--- config.mk ---
export PLATFORM = sky130hd
export DESIGN_NAME = acc_sequencer
export DESIGN_NICKNAME = d
export VERILOG_FILES = /design/src/rtl/acc_sequencer.sv
export SDC_FILE = /design/constraint.sdc
export NUM_CORES = 1
export LEC_CHECK = 0
export ABC_AREA = 0
export CORE_ASPECT_RATIO = 0.6
export CORE_MARGIN = 5
export CORE_UTILIZATION = 29
export DETAILED_ROUTE_END_ITERATION = 10
export HOLD_SLACK_MARGIN = 0.02
export SYNTH_ARGS = -nofsm -noshare
export SYNTH_HDL_FRONTEND = slang
export SYNTH_SLANG_ARGS = --single-unit
export TNS_END_PERCENT = 30
--- constraint.sdc ---
create_clock -name clock -period 1.5 [get_ports clock]
set_clock_uncertainty 0.05 [all_clocks]
set_input_delay 0.375 -clock clock [delete_from_list [all_inputs] [get_ports clock]]
set_output_delay 0.375 -clock clock [all_outputs]
set_load 0.01 [all_outputs]
--- src/rtl/acc_sequencer.sv ---
// Control sequencer for the 8-bit accumulator datapath.
// Drives fetch, ALU control, accumulator/output strobes, pc and halt.
module acc_sequencer #(
   parameter int PC_W   = 4,
   parameter int DATA_W = 8
) (
   input  logic              clock,
   input  logic              reset,
   input  logic              run,
   input  logic [DATA_W-1:0] instr,
   input  logic              instr_valid,
   input  logic              acc_zero,
   output logic [PC_W-1:0]   pc,
   output logic              instr_req,
   output logic [2:0]        alu_op,
   output logic [DATA_W-1:0] alu_imm,
   output logic              acc_enable,
   output logic              out_enable,
   output logic              halted,
   output logic              illegal,
   output logic [2:0]        state
);

   typedef enum logic [2:0] {
      FETCH     = 3'd0,
      DECODE    = 3'd1,
      EXECUTE   = 3'd2,
      WRITEBACK = 3'd3,
      HALTED    = 3'd4
   } state_e;

   localparam logic [3:0] OP_JMP  = 4'h8;
   localparam logic [3:0] OP_JZ   = 4'h9;
   localparam logic [3:0] OP_OUT  = 4'hA;
   localparam logic [3:0] OP_HALT = 4'hF;

   state_e            state_q;
   logic [3:0]        op_q;
   logic [3:0]        arg_q;
   logic [PC_W-1:0]   pc_q;
   logic [PC_W-1:0]   pc_d;
   logic [PC_W-1:0]   tgt;
   logic [PC_W+3:0]   arg_ext;
   logic              take_q;
   logic [2:0]        alu_op_q;
   logic [DATA_W-1:0] alu_imm_q;
   logic              acc_en_q;
   logic              out_en_q;
   logic              halt_q;
   logic              ill_q;
   logic              is_alu;
   logic              is_bad;

   // ALU opcodes 1..7 map onto ALU codes 0..6; everything else passes.
   function automatic logic [2:0] alu_code(input logic [3:0] op);
      if (op >= 4'h1 && op <= 4'h7) return 3'(op - 4'h1);
      return 3'b000;
   endfunction

   assign arg_ext = {{PC_W{1'b0}}, arg_q};
   assign tgt     = arg_ext[PC_W-1:0];
   assign pc_d    = take_q ? tgt : pc_q + PC_W'(1);
   assign is_alu  = (op_q >= 4'h1) && (op_q <= 4'h7);
   assign is_bad  = (op_q >= 4'hB) && (op_q <= 4'hE);

   always_ff @(posedge clock or posedge reset) begin
      if (reset) begin
         state_q   <= FETCH;
         op_q      <= '0;
         arg_q     <= '0;
         pc_q      <= '0;
         take_q    <= 1'b0;
         alu_op_q  <= '0;
         alu_imm_q <= '0;
         acc_en_q  <= 1'b0;
         out_en_q  <= 1'b0;
         halt_q    <= 1'b0;
         ill_q     <= 1'b0;
      end else begin
         acc_en_q <= 1'b0;
         out_en_q <= 1'b0;
         unique case (state_q)
            FETCH: begin
               if (run && instr_valid) begin
                  op_q      <= instr[DATA_W-1 -: 4];
                  arg_q     <= instr[3:0];
                  alu_op_q  <= alu_code(instr[DATA_W-1 -: 4]);
                  alu_imm_q <= DATA_W'(instr[3:0]);
                  state_q   <= DECODE;
               end
            end
            DECODE: begin
               if (is_bad) ill_q <= 1'b1;
               state_q <= EXECUTE;
            end
            EXECUTE: begin
               if (op_q == OP_HALT) begin
                  halt_q  <= 1'b1;
                  state_q <= HALTED;
               end else begin
                  take_q   <= (op_q == OP_JMP) ||
                              (op_q == OP_JZ && acc_zero);
                  acc_en_q <= is_alu;
                  out_en_q <= (op_q == OP_OUT);
                  state_q  <= WRITEBACK;
               end
            end
            WRITEBACK: begin
               pc_q    <= pc_d;
               state_q <= FETCH;
            end
            HALTED: state_q <= HALTED;
            default: state_q <= FETCH;
         endcase
      end
   end

   // Request is masked by reset so every output reads 0 while it is held.
   assign instr_req  = (state_q == FETCH) & run & ~reset;
   assign pc         = pc_q;
   assign alu_op     = alu_op_q;
   assign alu_imm    = alu_imm_q;
   assign acc_enable = acc_en_q;
   assign out_enable = out_en_q;
   assign halted     = halt_q;
   assign illegal    = ill_q;
   assign state      = state_q;

endmodule

==> results of run 1 <==
metal layers:
layer  GRT usage  up-vias  routed length, um
met1      0.1218      435               1152
met4     0.01911        0                 10
met5           0        -                  0
li1            -      440                  -
met2      0.1510       24               1206
met3     0.04342        2                176
sequential cells by signal, indices dropped and copies added, names as in the netlist:
signal,flops
state,3
op_q,4
pc,4
illegal,1
acc_enable,1
alu_op,3
take_q,1
out_enable,1
halted,1
arg_q,4
tightest hold or removal path, delay by kind of cell:
kind / cells / cell delay (ns)
buffers and inverters: 3 / 0.62
Yosys cell counts:
cell / instances
sky130_fd_sc_hd__dfrtp_1: 23
sky130_fd_sc_hd__mux2_2: 12
sky130_fd_sc_hd__nand2_1: 6
sky130_fd_sc_hd__buf_4: 5
sky130_fd_sc_hd__nor3_1: 5
sky130_fd_sc_hd__inv_1: 4
sky130_fd_sc_hd__nor2_1: 4
sky130_fd_sc_hd__o21ai_0: 4
sky130_fd_sc_hd__ha_1: 3
sky130_fd_sc_hd__nand2b_1: 3
sky130_fd_sc_hd__a21oi_1: 2
sky130_fd_sc_hd__a22oi_1: 2
sky130_fd_sc_hd__mux2i_1: 2
sky130_fd_sc_hd__nand3_1: 2
sky130_fd_sc_hd__nor2b_1: 2
sky130_fd_sc_hd__nor3b_1: 2
sky130_fd_sc_hd__nor4_1: 2
sky130_fd_sc_hd__a22o_1: 1
sky130_fd_sc_hd__a31o_2: 1
sky130_fd_sc_hd__and3_2: 1
sky130_fd_sc_hd__buf_2: 1
sky130_fd_sc_hd__buf_6: 1
sky130_fd_sc_hd__conb_1: 1
sky130_fd_sc_hd__nand3_2: 1
sky130_fd_sc_hd__nand3b_1: 1
sky130_fd_sc_hd__nand3b_4: 1
sky130_fd_sc_hd__nand4_1: 1
sky130_fd_sc_hd__nor2b_2: 1
sky130_fd_sc_hd__nor4b_1: 1
sky130_fd_sc_hd__o21bai_1: 1
sky130_fd_sc_hd__or3_1: 1
sky130_fd_sc_hd__or3b_1: 1
sky130_fd_sc_hd__xnor2_1: 1
final cells by class:
class	instances	area, um^2	area share
flip-flops and latches	23	575.6	0.3430
multi-input cells	68	551.8	0.3289
repair buffers	48	427.9	0.2550
well taps	47	58.81	0.03505
clock buffers	4	45.04	0.02685
inverters	4	18.77	0.01119
where the power goes:
part	total, mW	internal [mW]	switching, mW
registers	1.09	0.886	0.206
logic	1.44	0.798	0.638
clock network	0.382	0.190	0.192
total	2.91	1.87	1.04
metrics by stage:
step                      TNS [ns]  utilization  total power, mW
after CTS                 -0.02484       0.4420            2.920
after global placement      -3.712       0.4232            2.536
after detailed placement    -3.937       0.4232            2.581
after floorplan                  0            -            1.834
after global routing      -0.08456       0.4508            3.128
final                     -0.02978       0.4508            2.909
how the worst max path moves through the flow:
| stage | startpoint | endpoint | slack (ns) | cells after the start |
|---|---|---|---|---|
| 5_1_grt | state[0] | instr_req | -0.08 | 3 |
| 3_3_place_gp | run | instr_req | -0.58 | 4 |
| 4_1_cts | state[2] | instr_req | -0.02 | 3 |
| 6_report | state[0] | instr_req | -0.03 | 3 |
| 2_1_floorplan | reset | instr_req | 0.03 | 2 |
| 3_5_place_dp | run | instr_req | -0.60 | 4 |
logic make-up (layout without fill, tap and decap cells):
group,count (synthesis),after routing,synth area share
adder cells (fa/ha/maj),3,3,0.03308
other,1,4,0.003304
XOR/XNOR,1,1,0.007719
flip-flops,23,23,0.5072
multiplexers,14,14,0.1367
AO/OA/AOI/OAI,11,11,0.06174
buffers and inverters,11,56,0.06063
AND/OR/NAND/NOR,35,35,0.1896
placed cells by master (no fill, tap or decap), types with 2 or more instances in the layout:
master and count:
sky130_fd_sc_hd__a21oi_1 2, sky130_fd_sc_hd__a22oi_1 2, sky130_fd_sc_hd__buf_4 14, sky130_fd_sc_hd__buf_6 3, sky130_fd_sc_hd__clkbuf_2 3, sky130_fd_sc_hd__clkbuf_8 3, sky130_fd_sc_hd__clkdlybuf4s50_1 8, sky130_fd_sc_hd__conb_1 4
sky130_fd_sc_hd__dfrtp_1 23, sky130_fd_sc_hd__dlygate4sd2_1 17, sky130_fd_sc_hd__dlymetal6s2s_1 2, sky130_fd_sc_hd__ha_4 2, sky130_fd_sc_hd__inv_1 2, sky130_fd_sc_hd__mux2_2 12, sky130_fd_sc_hd__mux2i_1 2, sky130_fd_sc_hd__nand2_1 6
sky130_fd_sc_hd__nand2b_1 3, sky130_fd_sc_hd__nand3_1 2, sky130_fd_sc_hd__nor2_1 2, sky130_fd_sc_hd__nor2_2 2, sky130_fd_sc_hd__nor2b_1 2, sky130_fd_sc_hd__nor3_1 5, sky130_fd_sc_hd__nor4_1 2, sky130_fd_sc_hd__o21ai_0 4
timing repair:
action / in CTS / in global routing
pin swaps: 2 / 3
endpoints found under the setup margin: 30 / 8
resized for setup: 34 / 12
setup buffers: 3 / 1
==> impl_results.md, run 1 <==
* Synth Area per Inst at between 10 and 15 um^2
* Post-route design area at between 1500 and 2000 um^2
* GRT Residual Overflow at 0
* Vias in the first global route at between 800 and 900
* Cts hold-fix bufs at 0
* Worst Slack Setup Final at -0.02978 ns
* Critical Path Start Type: flip-flop
* Initial antenna violation count at 0
* Number of synthesized register bits at 23
* Clock period minus final worst setup slack at between 1.5 and 2 ns
* Area Overhead vs Synth at 47.85%
* Wire length of the first global-routing pass at a little over 4000 um
* IO Count at 36
* Input/output buffers at 31
* Outcome: finished with violations
* YS warnings at 0
* Class of the most critical setup path: flip-flop to primary output
* Via Count at 901
* Fraction of final layout cells sized beyond drive strength 1 at 0.3265
* Largest net degree at the start of global routing at 24
* H-tree Lvls at 1
* Worst-path maximum fanout at 2
* Initial core utilization at 0.3049
* Peak supply drop at 1.013 mV
* Clk Latency, worst-skew pair at between 0.2 and 0.3 ns
* Die width at 90.76 um
* Die Outline Area at around 5300 um^2
* Area contributors post-synth: sky130_fd_sc_hd__dfrtp_1 51%, sky130_fd_sc_hd__mux2_2 12%, sky130_fd_sc_hd__buf_4 3.3%
* Reg2reg end: arg_q[0]
* Clock tree from TritonCTS: built
* Total of endpoints with negative setup slack in the final report at 1
* Post-Place Worst Slack at -0.6032 ns
* Rows at 17
* Violated checks: setup timing
* Clock transition time at the flip-flop clock pins of the worst setup and hold paths at 0.08 ns
* Final GP Congestion at roughly 0.80
* Library cell contributing the largest single delay on the critical path: sky130_fd_sc_hd__dfrtp_1
* Initial DRC Count at 31
* Number of fill cells in the layout at roughly 370
* Post-synthesis cell type count at 33
* HPWL reported at the end of detailed placement at between 1500 and 2000 um
* Detailed-route wire length at around 2500 um
* Arr. time, crit path at roughly 1.1 ns
* Final Cycle Share at 1.020
* Core Region at 3722 um^2
* Max-cap check violation count at 0
* Number of buffers inserted during clock tree synthesis at 3
* Number of nets at the end of the flow at ~160
* Post-Syn Area at approximately 1100 um^2
* Leakage dissipation at between 0.7 and 0.8 nW
* Worst-path cell chain: nor2_2 -> and3_4 -> buf_6
* Number of buffers on the longest clock path at 2
* Sequential fraction of the synthesis area at 0.5072
* Worst-case hold slack at a little under 0.3 ns
* Aggregate global-route resource usage at 0.09550
* Setup repair after global routing missed its margin: yes
* Number of vias per cell at about 4.6
* Number of placed instances with taps included at 186
* Number of max-slew violations in the final report at 0
* Critical Path Sink Type: primary output
* Remaining design rule violation count at 0
* Total inserted antenna cells at 0
* Area share of the largest cell type after synthesis at 0.5072
* Category of cells accounting for the largest share of critical-path delay: flip-flops
* Number of nets with antenna violations after detailed routing at 0
* Number of buffers and inverters on the critical path at 1
* Reg2Reg Depth at 6
* Post-DR wirelength/cell at approximately 13 um
* Drt first pass iters at 4
* Worst min-delay path class: input port to asynchronous set/reset pin
* Stage delay of the slowest cell on the critical path at between 0.3 and 0.4 ns
* Power density relative to cell area at 1734 nW/um^2
* Root cell of the clock tree: sky130_fd_sc_hd__clkbuf_8
* Placement Cell Area at around 1600 um^2
* FMAX at roughly 0.65 GHz
* Top cell type by total area after synthesis: sky130_fd_sc_hd__dfrtp_1
* Reg2reg setup slack at roughly 0.05 ns
* Clock sinks at 23
* Reg-to-Reg Start: state[0]
* Die height at between 50 and 60 um
* Required time of the critical path at around 1.1 ns
* Non-Filler Instances at between 150 and 200
* Count of mapped cells out of synthesis at roughly 100
* Final hold vios at 0
Power figures use the tool's default switching activity.
==> run 2: changes to the inputs <==
- CELL_PAD_IN_SITES_DETAIL_PLACEMENT: unset -> 0
- CELL_PAD_IN_SITES_GLOBAL_PLACEMENT: unset -> 1
- PLACE_DENSITY_LB_ADDON: unset -> 0.1
- clock period: 1.5 -> 1.3 ns (I/O delays scaled with it)
==> impl_results.md, run 2 (synthesis results as in run 1) <==
* Root cell of the clock tree: sky130_fd_sc_hd__clkbuf_8
* Largest net degree at the start of global routing at 24 (unchanged)
* Power density relative to cell area at 2077 nW/um^2 (+20%)
* Max-cap check violation count at 0 (unchanged)
* Total of endpoints with negative setup slack in the final report at 18 (+17)
* Die Outline Area at 5305 um^2 (unchanged)
* Peak supply drop at 1.009 mV (-0.37%)
* Cts hold-fix bufs at 0 (unchanged)
* Clock transition time at the flip-flop clock pins of the worst setup and hold paths at 0.08 ns (about the same)
* Area Overhead vs Synth at 64.50%
* Clock period minus final worst setup slack at roughly 1.5 ns
* Required time of the critical path at 0.93 ns (-0.14 ns)
* Via Count at 935 (+3.8%)
* Wire length of the first global-routing pass at 4547 um (+12%)
* Final hold vios at 0 (unchanged)
* FMAX at a little under 0.7 GHz
* Total inserted antenna cells at 0 (unchanged)
* Worst min-delay path class: input port to asynchronous set/reset pin
* Stage delay of the slowest cell on the critical path at 0.42 ns (+0.03 ns)
* Initial core utilization at 0.3049 (unchanged)
* Class of the most critical setup path: flip-flop to primary output
* Final Cycle Share at 1.133
* Rows at 17 (unchanged)
* Reg2reg setup slack at -0.12 ns (-0.17 ns)
* Final GP Congestion at 0.7307 (-8.1%)
* Outcome: finished with violations
* H-tree Lvls at 1 (unchanged)
* Number of buffers on the longest clock path at 2 (unchanged)
* Input/output buffers at 31 (unchanged)
* Critical Path Sink Type: primary output
* Clock sinks at 23 (unchanged)
* Clk Latency, worst-skew pair at 0.26 ns (about the same)
* Most common library cell in the layout ignoring fill and taps: sky130_fd_sc_hd__dfrtp_1
* Worst Slack Setup Final at -0.1734 ns (-0.1436 ns)
* Critical Path Start Type: flip-flop
* Reg-to-Reg Start: state[1]
* Setup repair after global routing missed its margin: yes
* Reg2reg end: pc[3]
* Total Power at 3.877 mW (+33%)
* Number of max-slew violations in the final report at 0 (unchanged)
* Number of nets at the end of the flow at 178 (+8.5%)
* Drt first pass iters at 4 (unchanged)
* Die height at 58.46 um (unchanged)
* Core Region at 3722 um^2 (unchanged)
* Number of vias per cell at 4.495 (-3.2%)
* Violated checks: setup timing
* Remaining design rule violation count at 0 (unchanged)
* IO Count at 36 (unchanged)
* Worst-path cell chain: nor2_4 -> and3_4 -> buf_6
* Library cell contributing the largest single delay on the critical path: sky130_fd_sc_hd__dfrtp_1
* Detailed-route wire length at 2809 um (+10%)
* Vias in the first global route at 925 (+3.9%)
* Worst-path maximum fanout at 2 (unchanged)
* Leakage dissipation at 0.8469 nW (+7.5%)
* Arr. time, crit path at 1.10 ns (about the same)
* Fraction of final layout cells sized beyond drive strength 1 at 0.4224 (+0.09583)
* Reg2Reg Depth at 6 (unchanged)
* Post-Route Setup TNS at -1.224 ns (-1.194 ns)
* Number of buffers inserted during clock tree synthesis at 3 (unchanged)
* Initial antenna violation count at 0 (unchanged)
* Aggregate global-route resource usage at 0.1093 (+0.01382)
* GRT Residual Overflow at 0 (unchanged)
* Initial DRC Count at 14 (-55%)
* Commonest non-fill, non-tap cells in the layout: 22 x sky130_fd_sc_hd__dfrtp_1, 21 x sky130_fd_sc_hd__buf_4, 12 x sky130_fd_sc_hd__clkdlybuf4s15_1, 12 x sky130_fd_sc_hd__buf_6, 11 x sky130_fd_sc_hd__mux2_2
* Number of nets with antenna violations after detailed routing at 0 (unchanged)
* Clock tree from TritonCTS: built
* HPWL reported at the end of detailed placement at 1986 um (+1.7%)
* Non-Filler Instances at 208 (+7.2%)
* Die width at 90.76 um (unchanged)
* Post-DR wirelength/cell at 13.50 um (+2.9%)
* Number of placed instances with taps included at 194 (+4.3%)
run 2: changes by cell type in the layout (fill, tap and decap cells not counted), moves of 2 or more:
cell | before | now
sky130_fd_sc_hd__dlygate4sd2_1 | 17 | 4
sky130_fd_sc_hd__nor3_1 | 5 | 3
sky130_fd_sc_hd__o21ai_1 | 0 | 4
sky130_fd_sc_hd__dlymetal6s2s_1 | 2 | 0
sky130_fd_sc_hd__nand3_4 | 0 | 2
sky130_fd_sc_hd__clkdlybuf4s15_1 | 0 | 12
sky130_fd_sc_hd__nor3_2 | 0 | 2
sky130_fd_sc_hd__nor2_2 | 2 | 0
sky130_fd_sc_hd__buf_6 | 3 | 12
sky130_fd_sc_hd__o21ai_0 | 4 | 0
sky130_fd_sc_hd__ha_4 | 2 | 0
sky130_fd_sc_hd__buf_4 | 14 | 21
run 2: metrics by stage:
stage	hold slack (ns)	utilization	setup slack (ns)	cell area (um^2)
final	0.2348	0.5015	-0.1734	1867
after global routing	0.2718	0.5015	-0.2156	1867
after CTS	0.2480	0.4958	-0.1759	1846
after detailed placement	0.4141	0.4427	-0.7178	1648
after global placement	0.4083	0.4427	-0.6828	1648
after floorplan	0.1510	-	-0.02809	1166
run 2: area by class of cell:
| type | count | area [um^2] |
|---|---|---|
| Clock buffer | 4 | 45.04 |
| Fill cell | 348 | 1856 |
| Inverter | 4 | 18.77 |
| Multi-Input combinational cell | 68 | 576.8 |
| Sequential cell | 23 | 576.8 |
| Tap cell | 47 | 58.81 |
| Timing Repair Buffer | 62 | 590.6 |
run 2: power breakdown:
part           internal, mW  switching [mW]
Sequential             1.02           0.199
Combinational          1.30           0.923
Clock                 0.218           0.218
run 2: metal layers:
| layer | up-vias | part of all wire | GRT usage |
|---|---|---|---|
| met5 | - | 0 | 0 |
| met2 | 27 | 0.47 | 0.1944 |
| li1 | 468 | - | - |
| met4 | 0 | 0.0061 | 0.01274 |
| met3 | 2 | 0.065 | 0.04342 |
| met1 | 438 | 0.45 | 0.1303 |
run 2: worst max-delay path by stage:
| stage | depth (start not counted) | end | slack, ns | start |
|---|---|---|---|---|
| after floorplan | 2 | instr_req | -0.03 | reset |
| after global placement | 4 | instr_req | -0.68 | run |
| after detailed placement | 4 | instr_req | -0.72 | run |
| after CTS | 3 | instr_req | -0.18 | state[1] |
| after global routing | 3 | instr_req | -0.22 | state[1] |
| final | 3 | instr_req | -0.17 | state[0] |
run 2: what timing repair did:
| item | 4_1_cts | 5_1_grt |
|---|---|---|
| endpoints found under the setup margin | 33 | 29 |
| pin swaps | 3 | 2 |
| resized for setup | 69 | 16 |
| cloned | 1 | 0 |
| buffers inserted | 8 | 3 |
run 2: worst max-delay path: cells and delay by family (launching register included):
kind | cells | cell delay [ns]
buffers and inverters | 1 | 0.09
and+or+nand+nor | 2 | 0.33
DFF | 1 | 0.42
==> run 3: changes to the inputs <==
- CORE_MARGIN: 5 -> unset
- CTS_BUF_LIST: unset -> sky130_fd_sc_hd__clkbuf_4
==> impl_results.md, run 3 (synthesis results as in run 1) <==
* Die width at 82.76 um (-8.8%)
* Worst-path cell chain: buf_6 -> nor2b_4 -> and3_4 -> buf_6
* Class of the most critical setup path: flip-flop to primary output
* Post-Route Setup TNS at -1.783 ns (-0.5586 ns)
* Detailed-route wire length at 2561 um (-8.8%)
* Number of nets with antenna violations after detailed routing at 0 (unchanged)
* Power density relative to cell area at 2065 nW/um^2 (-0.58%)
* Required time of the critical path at 0.93 ns (about the same)
* Number of max-slew violations in the final report at 0 (unchanged)
* Critical Path Sink Type: primary output
* Drt first pass iters at 4 (unchanged)
* HPWL reported at the end of detailed placement at 1853 um (-6.7%)
* Core Region at 3701 um^2 (-0.57%)
* Worst-path maximum fanout at 2 (unchanged)
* Via Count at 930 (-0.53%)
* Clk Latency, worst-skew pair at 0.31 ns (+0.05 ns)
* H-tree Lvls at 1 (unchanged)
* Initial antenna violation count at 0 (unchanged)
* Total Power at 3.648 mW (-5.9%)
* Setup repair after global routing missed its margin: yes
* Initial core utilization at 0.3066 (+0.001752)
* Number of vias per cell at 4.493 (about the same)
* Clock transition time at the flip-flop clock pins of the worst setup and hold paths at 0.13 ns (+0.05 ns)
* Worst min-delay path class: input port to asynchronous set/reset pin
* Final hold vios at 0 (unchanged)
* Commonest non-fill, non-tap cells in the layout: 23 x sky130_fd_sc_hd__buf_4, 22 x sky130_fd_sc_hd__dfrtp_1, 14 x sky130_fd_sc_hd__buf_2
* GRT Residual Overflow at 0 (unchanged)
* Largest net degree at the start of global routing at 24 (unchanged)
* Leakage dissipation at 0.8292 nW (-2.1%)
* Total inserted antenna cells at 0 (unchanged)
* Number of nets at the end of the flow at 177 (-0.56%)
* Clock tree from TritonCTS: built
* Most common library cell in the layout ignoring fill and taps: sky130_fd_sc_hd__buf_4
* IO Count at 36 (unchanged)
* Final Cycle Share at 1.220 (+0.08646)
* Rows at 17 (unchanged)
* Crit path top cell by count: sky130_fd_sc_hd__buf_6
* Peak supply drop at 0.8510 mV (-16%)
* Number of buffers on the longest clock path at 2 (unchanged)
* Stage delay of the slowest cell on the critical path at 0.41 ns (about the same)
* Worst Slack Setup Final at -0.2858 ns (-0.1124 ns)
* Area Overhead vs Synth at 55.68%
* Clock period minus final worst setup slack at 1.586 ns (+0.1124 ns)
* Fraction of final layout cells sized beyond drive strength 1 at 0.5063 (+0.08389)
* Die Outline Area at 4176 um^2 (-21%)
* Input/output buffers at 31 (unchanged)
* Max-cap check violation count at 0 (unchanged)
* Wire length of the first global-routing pass at 4395 um (-3.3%)
* Number of buffers inserted during clock tree synthesis at 3 (unchanged)
* Final GP Congestion at 0.7522 (+2.9%)
* Library cell contributing the largest single delay on the critical path: sky130_fd_sc_hd__dfrtp_1
* Root cell of the clock tree: sky130_fd_sc_hd__clkbuf_4
* Die height at 50.46 um (-14%)
* Total of endpoints with negative setup slack in the final report at 18 (unchanged)
* Post-DR wirelength/cell at 12.37 um (-8.4%)
* Vias in the first global route at 933 (+0.86%)
* Violated checks: setup timing
* Initial DRC Count at 24 (+10)
* Remaining design rule violation count at 0 (unchanged)
* Critical Path Start Type: flip-flop
* FMAX at 0.6306 GHz (-7.1%)
* Outcome: finished with violations
* Aggregate global-route resource usage at 0.1452 (+0.03592)
* Arr. time, crit path at 1.21 ns (+0.11 ns)
* Clock sinks at 23 (unchanged)
* Number of fill cells in the layout at 352 (+1.1%)
## run 3: metrics by stage
step	hold WS (ns)	instance area, um^2	std cells	util	worst slack (ns)
finish	0.1920	1767	207	0.4774	-0.2858
global route	0.2036	1767	207	0.4774	-0.3603
CTS	0.1871	1710	207	0.4621	-0.3039
detailed placement	0.4134	1670	197	0.4513	-0.6896
global placement	0.4098	1670	197	0.4513	-0.6861
floorplan	0.1510	1166	102	-	-0.02809
## run 3: final cells by class
class,count,area (um^2),area share
timing repair buffer,61,501.7,0.2840
inverter,4,18.77,0.01062
clock buffer,4,30.03,0.01700
multi-input combinational,68,580.6,0.3286
tap,47,58.81,0.03329
sequential,23,576.8,0.3265
## run 3: repair_timing
item | CTS | global route
pin swaps | 1 | 2
resized for setup | 87 | 16
buffers inserted | 6 | 0
setup endpoints to repair | 33 | 22
hold buffers | 0 | 0
## run 3: critical path, delay by kind of cell, from the launching register on
family,cells,cell delay [ns]
flip-flops,1,0.41
buffers and inverters,2,0.21
AND/OR/NAND/NOR,2,0.27
## run 3: path summary, 6_finish.rpt
check / from / to / slack [ns] / cells after the start
worst max-delay path: state[1] / instr_req / -0.29 / 4
min in group clock: instr[5] / op_q[1] / 0.24 / 2
worst min register to register: illegal / illegal / 0.43 / 1
worst min-delay path: reset / state[0] / 0.19 / 3
worst max register to register: state[1] / pc[3] / -0.12 / 6
max in group asynchronous: reset / state[2] / 0.76 / 3
## run 3: layer usage
metal / track usage / part of all wire
met4: 0.03448 / 0.0074
met3: 0.04909 / 0.065
met5: 0 / 0
met2: 0.2036 / 0.41
met1: 0.2120 / 0.52
## run 3: where the power goes
| group | total [mW] | switching, mW | internal (mW) |
|---|---|---|---|
| sequential | 1.19 | 0.169 | 1.02 |
| clock | 0.356 | 0.215 | 0.141 |
| combinational | 2.10 | 0.926 | 1.18 |
| total | 3.65 | 1.31 | 2.34 |
